`src/rtl/pll_ce_gen.sv`:
```
// Enable-based stand-in for a vendor PLL: CHANNELS divided clocks and one-cycle
// clock enables on inclk0, with run-time divisor reprogramming and a modelled lock time.
module pll_ce_gen #(
    parameter int CHANNELS    = 2,
    parameter int DIV_W       = 8,
    parameter int DIV_INIT    = 1,
    parameter int LOCK_CYCLES = 16
) (
    input  logic                inclk0,
    input  logic                reset_n,
    input  logic                cfg_valid,
    output logic                cfg_ready,
    input  logic [2:0]          cfg_chan,
    input  logic [DIV_W-1:0]    cfg_div,
    output logic [CHANNELS-1:0] c,
    output logic [CHANNELS-1:0] ce,
    output logic                locked
);

    localparam int                LCNT_W    = (LOCK_CYCLES > 1) ? $clog2(LOCK_CYCLES) : 1;
    localparam logic [LCNT_W-1:0] LOCK_LAST = LCNT_W'(LOCK_CYCLES - 1);
    localparam logic [3:0]        CHAN_LIM  = 4'(CHANNELS);
    localparam logic [DIV_W-1:0]  DIV_RST   = DIV_W'(DIV_INIT);

    typedef enum logic {
        LOCKING = 1'b0,
        LOCKED  = 1'b1
    } state_t;

    state_t                           state_q, state_d;
    logic [LCNT_W-1:0]                lock_cnt_q, lock_cnt_d;
    logic [CHANNELS-1:0][DIV_W-1:0]   div_q, div_d;
    logic [CHANNELS-1:0][DIV_W-1:0]   cnt_q, cnt_d;
    logic [CHANNELS-1:0]              c_q, c_d;
    logic [CHANNELS-1:0]              ce_q, ce_d;
    logic                             locked_q, locked_d;
    logic                             accept;
    logic                             chan_hit;

    // A zero divisor has no meaningful period, so it is treated as a divide-by-one.
    function automatic logic [DIV_W-1:0] sanitize_div(input logic [DIV_W-1:0] dv);
        return (dv == '0) ? DIV_W'(1) : dv;
    endfunction

    // Length of the high phase; rounding up makes odd divisors one cycle longer high.
    function automatic logic [DIV_W:0] high_len(input logic [DIV_W-1:0] dv);
        logic [DIV_W:0] ext;
        ext = {1'b0, dv} + (DIV_W+1)'(1);
        return ext >> 1;
    endfunction

    assign accept   = cfg_valid & locked_q;
    assign chan_hit = accept && ({1'b0, cfg_chan} < CHAN_LIM);

    always_comb begin
        state_d    = state_q;
        lock_cnt_d = lock_cnt_q;
        div_d      = div_q;
        case (state_q)
            LOCKING: begin
                if (lock_cnt_q == LOCK_LAST) begin
                    state_d    = LOCKED;
                    lock_cnt_d = '0;
                end else begin
                    lock_cnt_d = lock_cnt_q + LCNT_W'(1);
                end
            end
            LOCKED: begin
                if (chan_hit) begin
                    state_d    = LOCKING;
                    lock_cnt_d = '0;
                    for (int i = 0; i < CHANNELS; i++) begin
                        if (cfg_chan == 3'(i)) begin
                            div_d[i] = sanitize_div(cfg_div);
                        end
                    end
                end
            end
            default: begin
                state_d    = LOCKING;
                lock_cnt_d = '0;
            end
        endcase
    end

    // Outputs are computed from next-cycle counter values so the registered
    // c/ce line up with the counter value of the cycle in which they appear.
    always_comb begin
        cnt_d    = '0;
        c_d      = '0;
        ce_d     = '0;
        locked_d = (state_d == LOCKED);
        for (int i = 0; i < CHANNELS; i++) begin
            if ((state_q == LOCKED) && (state_d == LOCKED)) begin
                if (cnt_q[i] == div_q[i] - DIV_W'(1)) begin
                    cnt_d[i] = '0;
                end else begin
                    cnt_d[i] = cnt_q[i] + DIV_W'(1);
                end
            end
            if (state_d == LOCKED) begin
                ce_d[i] = (cnt_d[i] == div_d[i] - DIV_W'(1));
                c_d[i]  = ({1'b0, cnt_d[i]} < high_len(div_d[i]));
            end
        end
    end

    always_ff @(posedge inclk0 or negedge reset_n) begin
        if (!reset_n) begin
            state_q    <= LOCKING;
            lock_cnt_q <= '0;
            div_q      <= {CHANNELS{DIV_RST}};
            cnt_q      <= '0;
            c_q        <= '0;
            ce_q       <= '0;
            locked_q   <= 1'b0;
        end else begin
            state_q    <= state_d;
            lock_cnt_q <= lock_cnt_d;
            div_q      <= div_d;
            cnt_q      <= cnt_d;
            c_q        <= c_d;
            ce_q       <= ce_d;
            locked_q   <= locked_d;
        end
    end

    assign c         = c_q;
    assign ce        = ce_q;
    assign locked    = locked_q;
    assign cfg_ready = locked_q;

endmodule

```
`config.mk`:
```
export PLATFORM = sky130hd
export DESIGN_NAME = pll_ce_gen
export DESIGN_NICKNAME = d
export VERILOG_FILES = /design/src/rtl/pll_ce_gen.sv
export SDC_FILE = /design/constraint.sdc
export NUM_CORES = 1
export LEC_CHECK = 0
export BUFFER_PORTS_ARGS = -buffer_cell sky130_fd_sc_hd__buf_2
export CAP_MARGIN = 20
export CORE_MARGIN = 1
export CORE_UTILIZATION = 25
export CTS_BUF_LIST = sky130_fd_sc_hd__clkbuf_8
export CTS_CLUSTER_DIAMETER = 120
export DETAILED_ROUTE_END_ITERATION = 6
export SLEW_MARGIN = 20
export SYNTH_ARGS = -nofsm -noshare
export SYNTH_HDL_FRONTEND = slang
export SYNTH_SLANG_ARGS = --single-unit
```
`constraint.sdc`:
```
create_clock -name inclk0 -period 5.8 [get_ports inclk0]
set_input_delay 0.87 -clock inclk0 [delete_from_list [all_inputs] [get_ports inclk0]]
set_output_delay 0.87 -clock inclk0 [all_outputs]
set_load 0.1 [all_outputs]
```
# Word level (Yosys, flattened, before mapping)
# Cells that the tools add are included.
# classes
n_eq_ne	7
n_lt_le_gt_ge	3
reduce_logical	4
n_bitwise	2
addsub	9
mux	19
# op_table
operator	count
8-bit 2-to-1 mux	7
8-bit equality test	4
16-bit 2-to-1 mux	2
8-bit by 1-bit subtractor with 8-bit output, second input constant	4
8-bit by 1-bit adder with 9-bit output, second input constant	2
8-bit by 1-bit adder with 8-bit output, second input constant	2
8-bit < comparator	2
8-bit zero test	1
4-bit 2-to-1 mux	2
4-bit case mux with 2 select lines	1
1-bit 2-to-1 mux	6
4-bit by 1-bit adder with 4-bit output, second input constant	1
4-bit equality test, second input constant	1
3-bit by 1-bit equality test with 1-bit output, second input constant	1
3-bit zero test	1
3-bit by 2-bit < comparator with 1-bit output, second input constant	1
1-bit logical AND	2
2-bit by 1-bit inequality test with 1-bit output, second input constant	1
1-bit case mux with 2 select lines	1
1-bit bitwise AND	1
1-bit NOT	1
# totals
word_cells	52
register_bits	41

# Longest topological paths before layout
# Gate-level depths: netlist of the first run.
# logic_depth
ltp_word	8
depth_mapped	16
depth_no_buf	14

# Worst setup path before layout of the first run
# OpenSTA, ideal clock, no wires.
# synth_timing
path_type	reg-to-reg
start	reg locked_q, in the netlist cfg_ready
end	reg c_q[0], in the netlist c[0]
arrival_time_ns	3.355
setup_ns	0.122
required_time_ns	5.678
stages_incl_launch_ff	15
period_less_slack_ns	3.477
setup_slack_ns	2.323
n_path_buf	2
cell_sequence	dfrtp_1 and4bb_4 and2_4 buf_8 buf_12 a21oi_1 inv_1 ha_1 nand2_1 or2_2 or3_1 ha_1 nand3_1 nor3_1 nor2_1
# synth_lines
element	line_no	source
start, declared	36	logic locked_q, locked_d;
start signal, assigned	124	locked_q <= locked_d;
end signal, assigned	114	c_q <= '0;
end signal, assigned	122	c_q <= c_d;
end, declared	34	logic [CHANNELS-1:0] c_q, c_d;

==> metrics.cfg, run 1 <==
[synthesis]
yosysSeqAreaShare = 0.298
ys.flop_type = dfrtp_1
ys_types = 70
netlist_instances = 377
synth_warnings = 0
synth-seq-cells = 41
synth_top_area_share = 0.283
async_flop_share = 1.00
synth_edf_count = 0
synth.area.top_cells = dfrtp_1 (28%), xnor2_1 (8.9%), ha_1 (8.3%)
ys_top_cells_by_count = dfrtp_1 (39), xnor2_1 (35), inv_1 (25), nand3_1 (25), nor2_1 (25)
syn_area_mm2 = 0.00345
yosys.area.top_type = dfrtp_1
avgSynthCellArea_um2 = 9.15
synth_nets = 414
yosys.cell_count.top_type = dfrtp_1

[route]
antenna_left = 0
via_count = 2813
avgViaCountPerCell = 4.93
drc = 0
drtIter0Drc = 257
detail_route.wl_per_cell_um = 15.0
drt-total-wl_mm = 8.58
dr.pass1.iters = 5

[flow_run]
cap_violations = 0

[critical_path]
r2r_slack_ns = 2.42
cp.arrival_ns = 3.82
worst_setup_path_start_kind = input pin
max_stage_delay_ns = 0.44
critPathSlowestCell = a2111oi_0
cp_max_fo = 14
crit_buf_inv = 2
crit_chain = buf_2 -> and4bb_4 -> and2_4 -> mux2_4 -> inv_1 -> ha_1 -> nand2_1 -> xor2_1 -> mux2i_1 -> o22ai_1 -> a2111oi_0 -> a2bb2oi_1 -> a211oi_2
critPathCaptureType = flip-flop
cp_top_family = compound AO/OA/AOI/OAI gates
path_class = input pin to flip-flop
cp.required_ns = 6.02

[global_route]
grt_max_degree = 42
grt-ovfl-total = 0
met3_usage = 0.0125
grt_pass1_vias = 2817
met2_usage = 0.206
grt.met1_usage = 0.168
antenna_found_initial = 0
grtUsageTotal = 0.124
busiest_layer = met2
grt_pass1_wl_mm = 14.2

[pwr]
p_sw_frac = 0.474
peakVddDrop_mv = 0.114
p_leak_nw = 1.71
clkPwrFrac = 0.142
combPwrFrac = 0.576
power_density_mw_per_mm2 = 446
power_switching_w = 0.000804
p_int_w = 0.000893
p_seq_frac = 0.283

[placed_design]
place_congestion = 0.902
port_buffers = 19
dp_hpwl_mm = 6.77
post_dp_cell_area_mm2 = 0.00369

[layout]
n_antenna_cell = 0
multi_input_area_mm2 = 0.00224
seqCellArea_mm2 = 0.00103
fin_area_mm2 = 0.00380
area_growth_pct = 10.2
final_nets = 431
drive_gt1_frac = 0.114
fillers = 1437

[sta]
finalCritPeriodShare = 0.620
max_slew_margin = 0.368
hold_viol = 0
setup_viol = 0
fmax_mhz = 278
fin_worst_skew_ns = 0.00879
tns_ns = 0
fin_crit_ns = 3.60
tightestPinTransition_ns = 0.949
rsz0062_at_grt = no
drv_slew = 0

[clock_tree]
clock_latency_ns = 0.30
cts_buffers = 5
cts_hold_buf = 0
cts.path.max_buffers = 2
cts_max_level = 2
cts_setup_buffers = 0
cts_root_buffer = clkbuf_8
cts.sinks = 41
clk_pin_slew_ns = 0.08
post_cts_resize_count = 0
cts_tree = yes

[min_path]
hp-class = flip-flop to flip-flop

[floorplanning]
start_util = 0.259
boundaryPins = 20
die_area_mm2 = 0.0143
die_w_um = 119
core_region_area_mm2 = 0.0133
die_h_um = 119
row_count = 42

[run_status]
run_status = finished clean

per-layer routing:
layer  routed length, µm  vias to the layer above
li1                    -                     1379
met1                4100                     1354
met2                3980                       70
met3                 366                       10
met4                 141                        0
met5                   0                        -
metrics by stage:
step | util | setup slack (ns) | total power (W) | instances | hold WS [ns]
floorplan | - | 2.32 | 0.00125 | 377 | 0.506
global placement | 0.276 | 2.22 | 0.00142 | 563 | 0.528
detailed placement | 0.276 | 1.99 | 0.00145 | 563 | 0.539
CTS | 0.285 | 2.28 | 0.00170 | 571 | 0.558
global route | 0.285 | 2.11 | 0.00183 | 571 | 0.592
finish | 0.285 | 2.20 | 0.00170 | 571 | 0.558
registers in the layout (all words and copies together) (netlist names):
name and cells:
cnt_q 16, ce 2, lock_cnt_q 4, c 2
cfg_ready 1, div_q 16
cells by family after synthesis:
family | count (synthesis) | synth area share
buf+inv | 35 | 0.0522
simple gates | 132 | 0.214
fa+ha+maj | 23 | 0.0834
xor+xnor | 58 | 0.147
compound gates | 68 | 0.144
mux | 20 | 0.0613
flops | 41 | 0.298
cell usage in the layout (no fill, tap or decap), types with 3 or more instances in the layout:
cell	instances
nand4_1	5
nor2_1	25
o211ai_1	3
xor2_1	23
nor4_1	4
nand2_1	19
mux2i_1	16
nor2b_1	3
ha_1	23
and2_1	4
or3_1	6
clkbuf_8	6
nand3_1	25
a22o_1	3
o21ai_0	10
buf_2	19
nor3_1	12
a211oi_1	6
xnor2_1	35
inv_1	26
a21o_1	7
nand2b_1	7
a21oi_1	14
dfrtp_1	39
layout make-up:
cell class	count	share of cell area
repair buffers	20	0.0270
clock buffers	6	0.0217
multi-input cells	301	0.589
well taps	176	0.0579
clock inverters	2	0.00888
inverters	25	0.0247
flip-flops and latches	41	0.270
power by group through the flow:
stage | Combinational, W | Clock [W] | Sequential, W
after floorplan | 0.000763 | 0 | 0.000482
after global placement | 0.000942 | 0 | 0.000482
after detailed placement | 0.000964 | 0 | 0.000483
after CTS | 0.000972 | 0.000247 | 0.000478
after global routing | 0.00108 | 0.000259 | 0.000493
final | 0.000977 | 0.000240 | 0.000480
final timing paths:
kind,startpoint,end,cells after the start
min in group asynchronous,reset_n,div_q[4]$_DFF_PN0_,1
worst max register to register,cfg_ready$_DFF_PN0_,ce[0]$_DFF_PN0_,12
worst max-delay path,cfg_chan[1],ce[0]$_DFF_PN0_,13
worst min-delay path,lock_cnt_q[3]$_DFFE_PN0P_,lock_cnt_q[3]$_DFFE_PN0P_,1
worst min register to register,lock_cnt_q[3]$_DFFE_PN0P_,lock_cnt_q[3]$_DFFE_PN0P_,1
max in group asynchronous,reset_n,cnt_q[3]$_DFF_PN0_,1
Power figures use the tool's default switching activity.
==> run 2, diff against run 1 <==
--- a/config.mk
+++ b/config.mk
@@ -5,6 +5,7 @@
 export SDC_FILE = /design/constraint.sdc
 export NUM_CORES = 1
 export LEC_CHECK = 0
+export ABC_AREA = 1
 export BUFFER_PORTS_ARGS = -buffer_cell sky130_fd_sc_hd__buf_2
 export CAP_MARGIN = 20
 export CORE_MARGIN = 1
==> constraint.sdc (replaced) <==
create_clock -name inclk0 -period 3.68 [get_ports inclk0]
set_input_delay 0.552 -clock inclk0 [delete_from_list [all_inputs] [get_ports inclk0]]
set_output_delay 0.552 -clock inclk0 [all_outputs]
set_load 0.1 [all_outputs]
==> run 2 against run 1 <==
Effect of this change: via count is 6.8% higher; sequential share of layout area is 0.62 points lower; global-route usage is 0.095 points lower; design area is 2.3% higher; register-to-register slack worse by 1.6 ns; core utilization is 0.55 points higher; worst hold slack worse by 0.16 ns; combinational power is 91% higher; clock-buffer cell count stayed put; critical path depth is 1 higher; wire length is 3.8% lower.
==> metrics.cfg, run 2 <==
[critical_path]
cp_max_fo = 6  ; -8
worst_setup_path_start_kind = flip-flop
crit_cells = 14  ; +1
rr_endpoint = c[0]$_DFF_PN0_
reg2reg_from = div_q[0]$_DFF_PN1_
cp.required_ns = 3.91  ; -2.11 ns
critPathCaptureType = flip-flop
max_stage_delay_ns = 0.57  ; +0.13 ns
cp.arrival_ns = 3.09  ; -0.73 ns
r2r_cells = 14  ; +2
r2r_slack_ns = 0.82  ; -1.60 ns
cp_top_family = simple AND/OR/NAND/NOR gates
path_class = flip-flop to flip-flop
crit_buf_inv = 1  ; -1
critPathSlowestCell = dfstp_2
crit_chain = inv_1 -> ha_1 -> or2_2 -> nand4_1 -> nor2_1 -> nand2_1 -> nor2_1 -> nand2_1 -> nand2_1 -> nor2_1 -> ha_1 -> a21oi_1 -> o211ai_1 -> a21oi_1

[layout]
top_regs = cnt_q (16), div_q (16), lock_cnt_q (4)
n_antenna_cell = 0  ; unchanged
area_growth_pct = 11.9
drive_gt1_frac = 0.139  ; +0.0251
final_cell_mix = nand2_1 (136), inv_1 (56), nor2_1 (55)
fin_util = 0.290  ; +0.00551
multi_input_area_mm2 = 0.00216  ; -3.6%
layout_commonest_cell = nand2_1
final_nets = 554  ; +29%
fillers = 1486  ; +3.4%
seqCellArea_mm2 = 0.00103  ; unchanged

[pwr]
p_sw_frac = 0.518  ; +0.0441
combPwrFrac = 0.620  ; +0.044
p_int_w = 0.00145  ; +62%
power_density_mw_per_mm2 = 772  ; +73%
p_leak_nw = 1.96  ; +15%
p_seq_frac = 0.250  ; -0.033
clkPwrFrac = 0.130  ; -0.012
peakVddDrop_mv = 0.258  ; +130%
power_switching_w = 0.00156  ; +94%

[flow_run]
cap_violations = 0  ; unchanged

[synthesis]
netlist_instances = 493  ; +31%
syn_area_mm2 = 0.00348  ; +0.76%
async_flop_share = 1.00  ; unchanged
ys.flop_type = dfrtp_1
synth-seq-cells = 41  ; unchanged
yosys.cell_count.top_type = nand2_1
yosys.area_share.simple = 0.344  ; +0.130
synth-xor-area-share = 0.106  ; -0.0414
ys_types = 34  ; -51%
avgSynthCellArea_um2 = 7.05  ; -23%
synth_top_family_by_area = simple AND/OR/NAND/NOR gates
synth_nets = 530  ; +28%
synth_warnings = 0  ; unchanged
synth_compound_area_frac = 0.0889  ; -0.0547
synth_edf_count = 0  ; unchanged
synth.area.top_cells = dfrtp_1 (28%), nand2_1 (15%), ha_1 (8.3%)
synth_top_area_share = 0.281  ; -0.00214
ys_top_cells_by_count = nand2_1 (136), inv_1 (56), nor2_1 (55), nand3_1 (43), dfrtp_1 (39)
synth_mux_area_frac = 0  ; -0.0613
synth_fa_ha_area_frac = 0.0828  ; -0.000630
yosys.area.top_type = dfrtp_1
yosysSeqAreaShare = 0.296  ; -0.00225

[min_path]
hp-class = input pin to asynchronous set/reset pin

[placed_design]
dp_hpwl_mm = 6.75  ; -0.25%
place_congestion = 0.837  ; -7.1%
port_buffers = 19  ; unchanged

[floorplanning]
die_h_um = 120  ; +0.38%
row_count = 42  ; unchanged
start_util = 0.259  ; +0.000947
boundaryPins = 20  ; unchanged
core_region_area_mm2 = 0.0134  ; +0.39%
die_area_mm2 = 0.0144  ; +0.75%
die_w_um = 120  ; +0.38%

[sta]
tns_ns = 0  ; unchanged
rsz0062_at_grt = no
drv_slew = 0  ; unchanged
setup_viol = 0  ; unchanged
max_slew_margin = 0.351  ; -0.0169
hold_viol = 0  ; unchanged
tightestPinTransition_ns = 0.974  ; +0.0254 ns
fmax_mhz = 350
finalCritPeriodShare = 0.777
fin_crit_ns = 2.86
fin_worst_skew_ns = 0.00630  ; -0.00248 ns

[clock_tree]
cts_buffers = 5  ; unchanged
cts.sinks = 41  ; unchanged
cts_max_level = 2  ; unchanged
cts_tree = yes
cts.path.max_buffers = 2  ; unchanged
cts_setup_buffers = 0  ; unchanged
cts_hold_buf = 0  ; unchanged
clock_latency_ns = 0.30  ; about the same
cts_root_buffer = clkbuf_8
clk_pin_slew_ns = 0.08  ; about the same
post_cts_resize_count = 0  ; unchanged

[global_route]
grt_pass1_vias = 2881  ; +2.3%
grt_pass1_wl_mm = 13.8  ; -3.1%
grt-ovfl-total = 0  ; unchanged
antenna_found_initial = 0  ; unchanged
grtUsageTotal = 0.123  ; -0.000947
grt_max_degree = 42  ; unchanged

[route]
drc = 0  ; unchanged
avgViaCountPerCell = 4.33  ; -12%
drt-total-wl_mm = 8.26  ; -3.8%
via_count = 3005  ; +6.8%
antenna_left = 0  ; unchanged
drtIter0Drc = 112  ; -56%
dr.pass1.iters = 4  ; -1
detail_route.wl_per_cell_um = 11.9  ; -21%

[run_status]
run_status = finished clean

[run 2: metrics by stage]
step / cells / hold slack (ns) / worst slack (ns) / instance area, µm² / power (W)
after global placement: 686 / 0.517 / 0.726 / 3770 / 0.00263
final: 694 / 0.401 / 0.820 / 3890 / 0.00301
after CTS: 694 / 0.448 / 0.781 / 3890 / 0.00303
after global routing: 694 / 0.470 / 0.540 / 3890 / 0.00332
after detailed placement: 686 / 0.514 / 0.611 / 3770 / 0.00263
after floorplan: 493 / 0.256 / 0.579 / 3480 / 0.00223
[run 2: power by group through the flow]
stage	Combinational [W]	Sequential, W	Clock (W)
2_1_floorplan	0.00139	0.000837	0
4_1_cts	0.00188	0.000751	0.000404
6_report	0.00187	0.000751	0.000390
3_3_place_gp	0.00186	0.000762	0
3_5_place_dp	0.00187	0.000759	0
5_1_grt	0.00213	0.000777	0.000417
[run 2: kinds of logic (layout without fill, tap and decap cells)]
family / after synthesis / after routing
simple gates: 269 / 269
compound gates: 47 / 47
fa+ha+maj: 23 / 23
flops: 41 / 41
buf+inv: 71 / 96
xor+xnor: 42 / 42
[run 2: layer usage]
layer / routed length, µm / vias to the layer above / track usage / share of wire
met5: 0 / - / 0 / 0
met4: 135 / 0 / 0.0359 / 0.016
met3: 155 / 10 / 0.0171 / 0.019
met2: 3990 / 32 / 0.216 / 0.48
met1: 3970 / 1351 / 0.155 / 0.48
li1: - / 1612 / - / -
[run 2: worst max-delay path by stage]
stage	from	to	slack, ns
floorplan	cfg_ready$_DFF_PN0_	c[1]$_DFF_PN0_	0.58
global placement	cfg_chan[2]	c[0]$_DFF_PN0_	0.73
detailed placement	cfg_chan[2]	c[0]$_DFF_PN0_	0.61
CTS	div_q[0]$_DFF_PN1_	c[0]$_DFF_PN0_	0.78
global route	div_q[0]$_DFF_PN1_	c[0]$_DFF_PN0_	0.54
finish	div_q[0]$_DFF_PN1_	c[0]$_DFF_PN0_	0.82
[run 2: area by class of cell]
| class | count | share of cell area |
|---|---|---|
| clock inverter | 2 | 0.00964 |
| multi-input combinational | 381 | 0.555 |
| tap | 176 | 0.0566 |
| timing repair buffer | 21 | 0.0283 |
| clock buffer | 6 | 0.0212 |
| inverter | 67 | 0.0646 |
| sequential | 41 | 0.264 |
==> run 3, diff against run 2 <==
--- a/config.mk
+++ b/config.mk
@@ -5,7 +5,7 @@
 export SDC_FILE = /design/constraint.sdc
 export NUM_CORES = 1
 export LEC_CHECK = 0
-export ABC_AREA = 1
+export ABC_AREA = 0
 export BUFFER_PORTS_ARGS = -buffer_cell sky130_fd_sc_hd__buf_2
 export CAP_MARGIN = 20
 export CORE_MARGIN = 1
==> constraint.sdc (replaced) <==
create_clock -name inclk0 -period 2.3 [get_ports inclk0]
set_input_delay 0.345 -clock inclk0 [delete_from_list [all_inputs] [get_ports inclk0]]
set_output_delay 0.345 -clock inclk0 [all_outputs]
set_load 0.1 [all_outputs]
==> run 3 against run 2 <==
Effect of this change: the flow now finishes with violations (setup timing); core utilization is 11 points higher; fmax rose by 4.4%; worst setup slack lost 1.3 ns; total power rose by 93%; sequential share of layout area is 7.1 points lower.
==> metrics.cfg, run 3 (synthesis gave the netlist of run 1 again) <==
[run_status]
run_status = finished with violations
violations = setup timing

[floorplanning]
core_region_area_mm2 = 0.0133  ; -0.39%
row_count = 42  ; unchanged
die_area_mm2 = 0.0143  ; -0.75%
die_w_um = 119  ; -0.38%
boundaryPins = 20  ; unchanged
die_h_um = 119  ; -0.38%
start_util = 0.259  ; -0.000947

[route]
antenna_left = 0  ; unchanged
avgViaCountPerCell = 4.77  ; +10%
drtIter0Drc = 157  ; +40%
drt-total-wl_mm = 10.6  ; +28%
detail_route.wl_per_cell_um = 14.7  ; +24%
dr.pass1.iters = 4  ; unchanged
via_count = 3428  ; +14%
drc = 0  ; unchanged

[sta]
tightestPinTransition_ns = 0.512  ; -0.462 ns
setup_viol = 4  ; +4
fmax_mhz = 365  ; +4.4%
fin_worst_skew_ns = 0.00359  ; -0.00271 ns
max_slew_margin = 0.659  ; +0.308
fin_crit_ns = 2.74  ; -0.121 ns
rsz0062_at_grt = yes
finalCritPeriodShare = 1.19  ; +0.414
hold_viol = 0  ; unchanged
drv_slew = 0  ; unchanged
layout_setup_ws_ns = -0.440  ; -1.26 ns
tns_ns = -1.37  ; -1.37 ns

[pwr]
p_sw_frac = 0.439  ; -0.0793
power_w = 0.00581  ; +93%
clkPwrFrac = 0.079  ; -0.051
p_int_w = 0.00326  ; +120%
peakVddDrop_mv = 0.330  ; +28%
p_leak_nw = 2.49  ; +27%
p_seq_frac = 0.193  ; -0.057
power_switching_w = 0.00255  ; +64%
combPwrFrac = 0.728  ; +0.108
power_density_mw_per_mm2 = 1090  ; +41%

[placed_design]
port_buffers = 19  ; unchanged
place_ws_ns = -0.790  ; -1.40 ns
place_congestion = 0.880  ; +5.1%
dp_hpwl_mm = 8.28  ; +23%
post_dp_cell_area_mm2 = 0.00468  ; +24%

[layout]
area_growth_pct = 54.8
layout_commonest_cell = buf_4
final_nets = 579  ; +4.5%
n_antenna_cell = 0  ; unchanged
fin_area_mm2 = 0.00534  ; +37%
drive_gt1_frac = 0.459  ; +0.320
multi_input_area_mm2 = 0.00265  ; +22%
fin_util = 0.400  ; +0.110
final_cell_mix = buf_4 (137), dfrtp_1 (38), xnor2_1 (31)
top_regs = cnt_q (16), div_q (16), lock_cnt_q (4)
seqCellArea_mm2 = 0.00103  ; +0.36%
fillers = 1301  ; -12%

[clock_tree]
clock_latency_ns = 0.30  ; about the same
clk_pin_slew_ns = 0.08  ; about the same
cts_root_buffer = clkbuf_8
cts.path.max_buffers = 2  ; unchanged
cts_max_level = 2  ; unchanged
cts_tree = yes
cts.sinks = 41  ; unchanged
cts_buffers = 5  ; unchanged

[critical_path]
max_stage_delay_ns = 0.55  ; -0.02 ns
cp_max_fo = 5  ; -1
critPathSlowestCell = dfstp_2
cp.required_ns = 2.54  ; -1.37 ns
path_class = flip-flop to flip-flop
critPathCaptureType = flip-flop
crit_chain = buf_4 -> nor3_2 -> buf_4 -> xnor2_2 -> a2111oi_4 -> o211a_4 -> nand2b_4 -> nor2_1 -> ha_1 -> a21o_1 -> a21oi_2 -> o211ai_1 -> nor2_1
worst_setup_path_start_kind = flip-flop
cp.arrival_ns = 2.98  ; -0.11 ns

[flow_run]
cap_violations = 0  ; unchanged

[global_route]
grt_pass1_wl_mm = 16.9  ; +23%
grtUsageTotal = 0.151  ; +0.0282
grt-ovfl-total = 0  ; unchanged
grt_pass1_vias = 3454  ; +20%
grt_max_degree = 23  ; -45%
antenna_found_initial = 0  ; unchanged

[min_path]
hp-class = input pin to asynchronous set/reset pin

run 3: cell count changes in the layout (fill, tap and decap cells not counted), moves of 8 or more:
| cell | previous run | this run |
|---|---|---|
| xor2_1 | 31 | 23 |
| mux2i_1 | 0 | 10 |
| o21ai_2 | 11 | 0 |
| xnor2_1 | 11 | 31 |
| nand2_1 | 136 | 15 |
| buf_6 | 0 | 11 |
| inv_1 | 56 | 23 |
| buf_4 | 2 | 137 |
| ha_1 | 23 | 15 |
| nor2_1 | 55 | 22 |
| nand3_1 | 43 | 20 |
run 3: final timing paths:
kind	startpoint	end	slack, ns	depth (start not counted)
worst max-delay path	div_q[0]$_DFF_PN1_	c[0]$_DFF_PN0_	-0.44	13
worst min-delay path	reset_n	cnt_q[9]$_DFF_PN0_	0.008	1
worst max register to register	div_q[0]$_DFF_PN1_	c[0]$_DFF_PN0_	-0.44	13
worst min register to register	lock_cnt_q[1]$_DFFE_PN0P_	lock_cnt_q[1]$_DFFE_PN0P_	0.56	1
max in group asynchronous	reset_n	div_q[7]$_DFF_PN0_	1.62	2
min in group inclk0	cfg_div[5]	div_q[5]$_DFF_PN0_	0.48	4
run 3: worst max-delay path, delay by kind of cell (launching register included):
kind | cells | cell delay [ns]
AO/OA/AOI/OAI | 5 | 0.98
flip-flops | 1 | 0.55
AND/OR/NAND/NOR | 4 | 0.36
adder cells (fa/ha/maj) | 1 | 0.33
buffers and inverters | 2 | 0.30
XOR/XNOR | 1 | 0.16
run 3: power by group through the flow:
| stage | sequential, W | combinational, W | clock, W |
|---|---|---|---|
| 2_1_floorplan | 0.00122 | 0.00194 | 0 |
| 3_3_place_gp | 0.00112 | 0.00340 | 0 |
| 3_5_place_dp | 0.00112 | 0.00350 | 0 |
| 4_1_cts | 0.00111 | 0.00391 | 0.000473 |
| 5_1_grt | 0.00116 | 0.00458 | 0.000502 |
| 6_report | 0.00112 | 0.00423 | 0.000457 |
run 3: per-stage QoR:
| stage | cells | hold slack (ns) |
|---|---|---|
| 2_1_floorplan | 377 | 0.0494 |
| 3_3_place_gp | 691 | 0.338 |
| 3_5_place_dp | 691 | 0.343 |
| 4_1_cts | 712 | 0.0198 |
| 5_1_grt | 719 | 0.0423 |
| 6_report | 719 | 0.00806 |
run 3: cell type report:
type | instances | share of cell area
Clock buffer | 5 | 0.0129
Clock inverter | 3 | 0.00211
Inverter | 25 | 0.0180
Multi-Input combinational cell | 301 | 0.495
Sequential cell | 41 | 0.193
Tap cell | 176 | 0.0412
Timing Repair Buffer | 168 | 0.237
run 3: layer usage:
layer | GRT usage | share of wire
met1 | 0.194 | 0.43
met2 | 0.254 | 0.50
met3 | 0.0196 | 0.040
met4 | 0.0617 | 0.027
met5 | 0 | 0
run 3: what timing repair did:
action                                  4_1_cts  5_1_grt
endpoints found under the setup margin        7        4
gates cloned                                  0        0
resized for setup                            47       40
hold buffers                                  0        0
pin swaps                                    35       18
setup buffers                                14        7
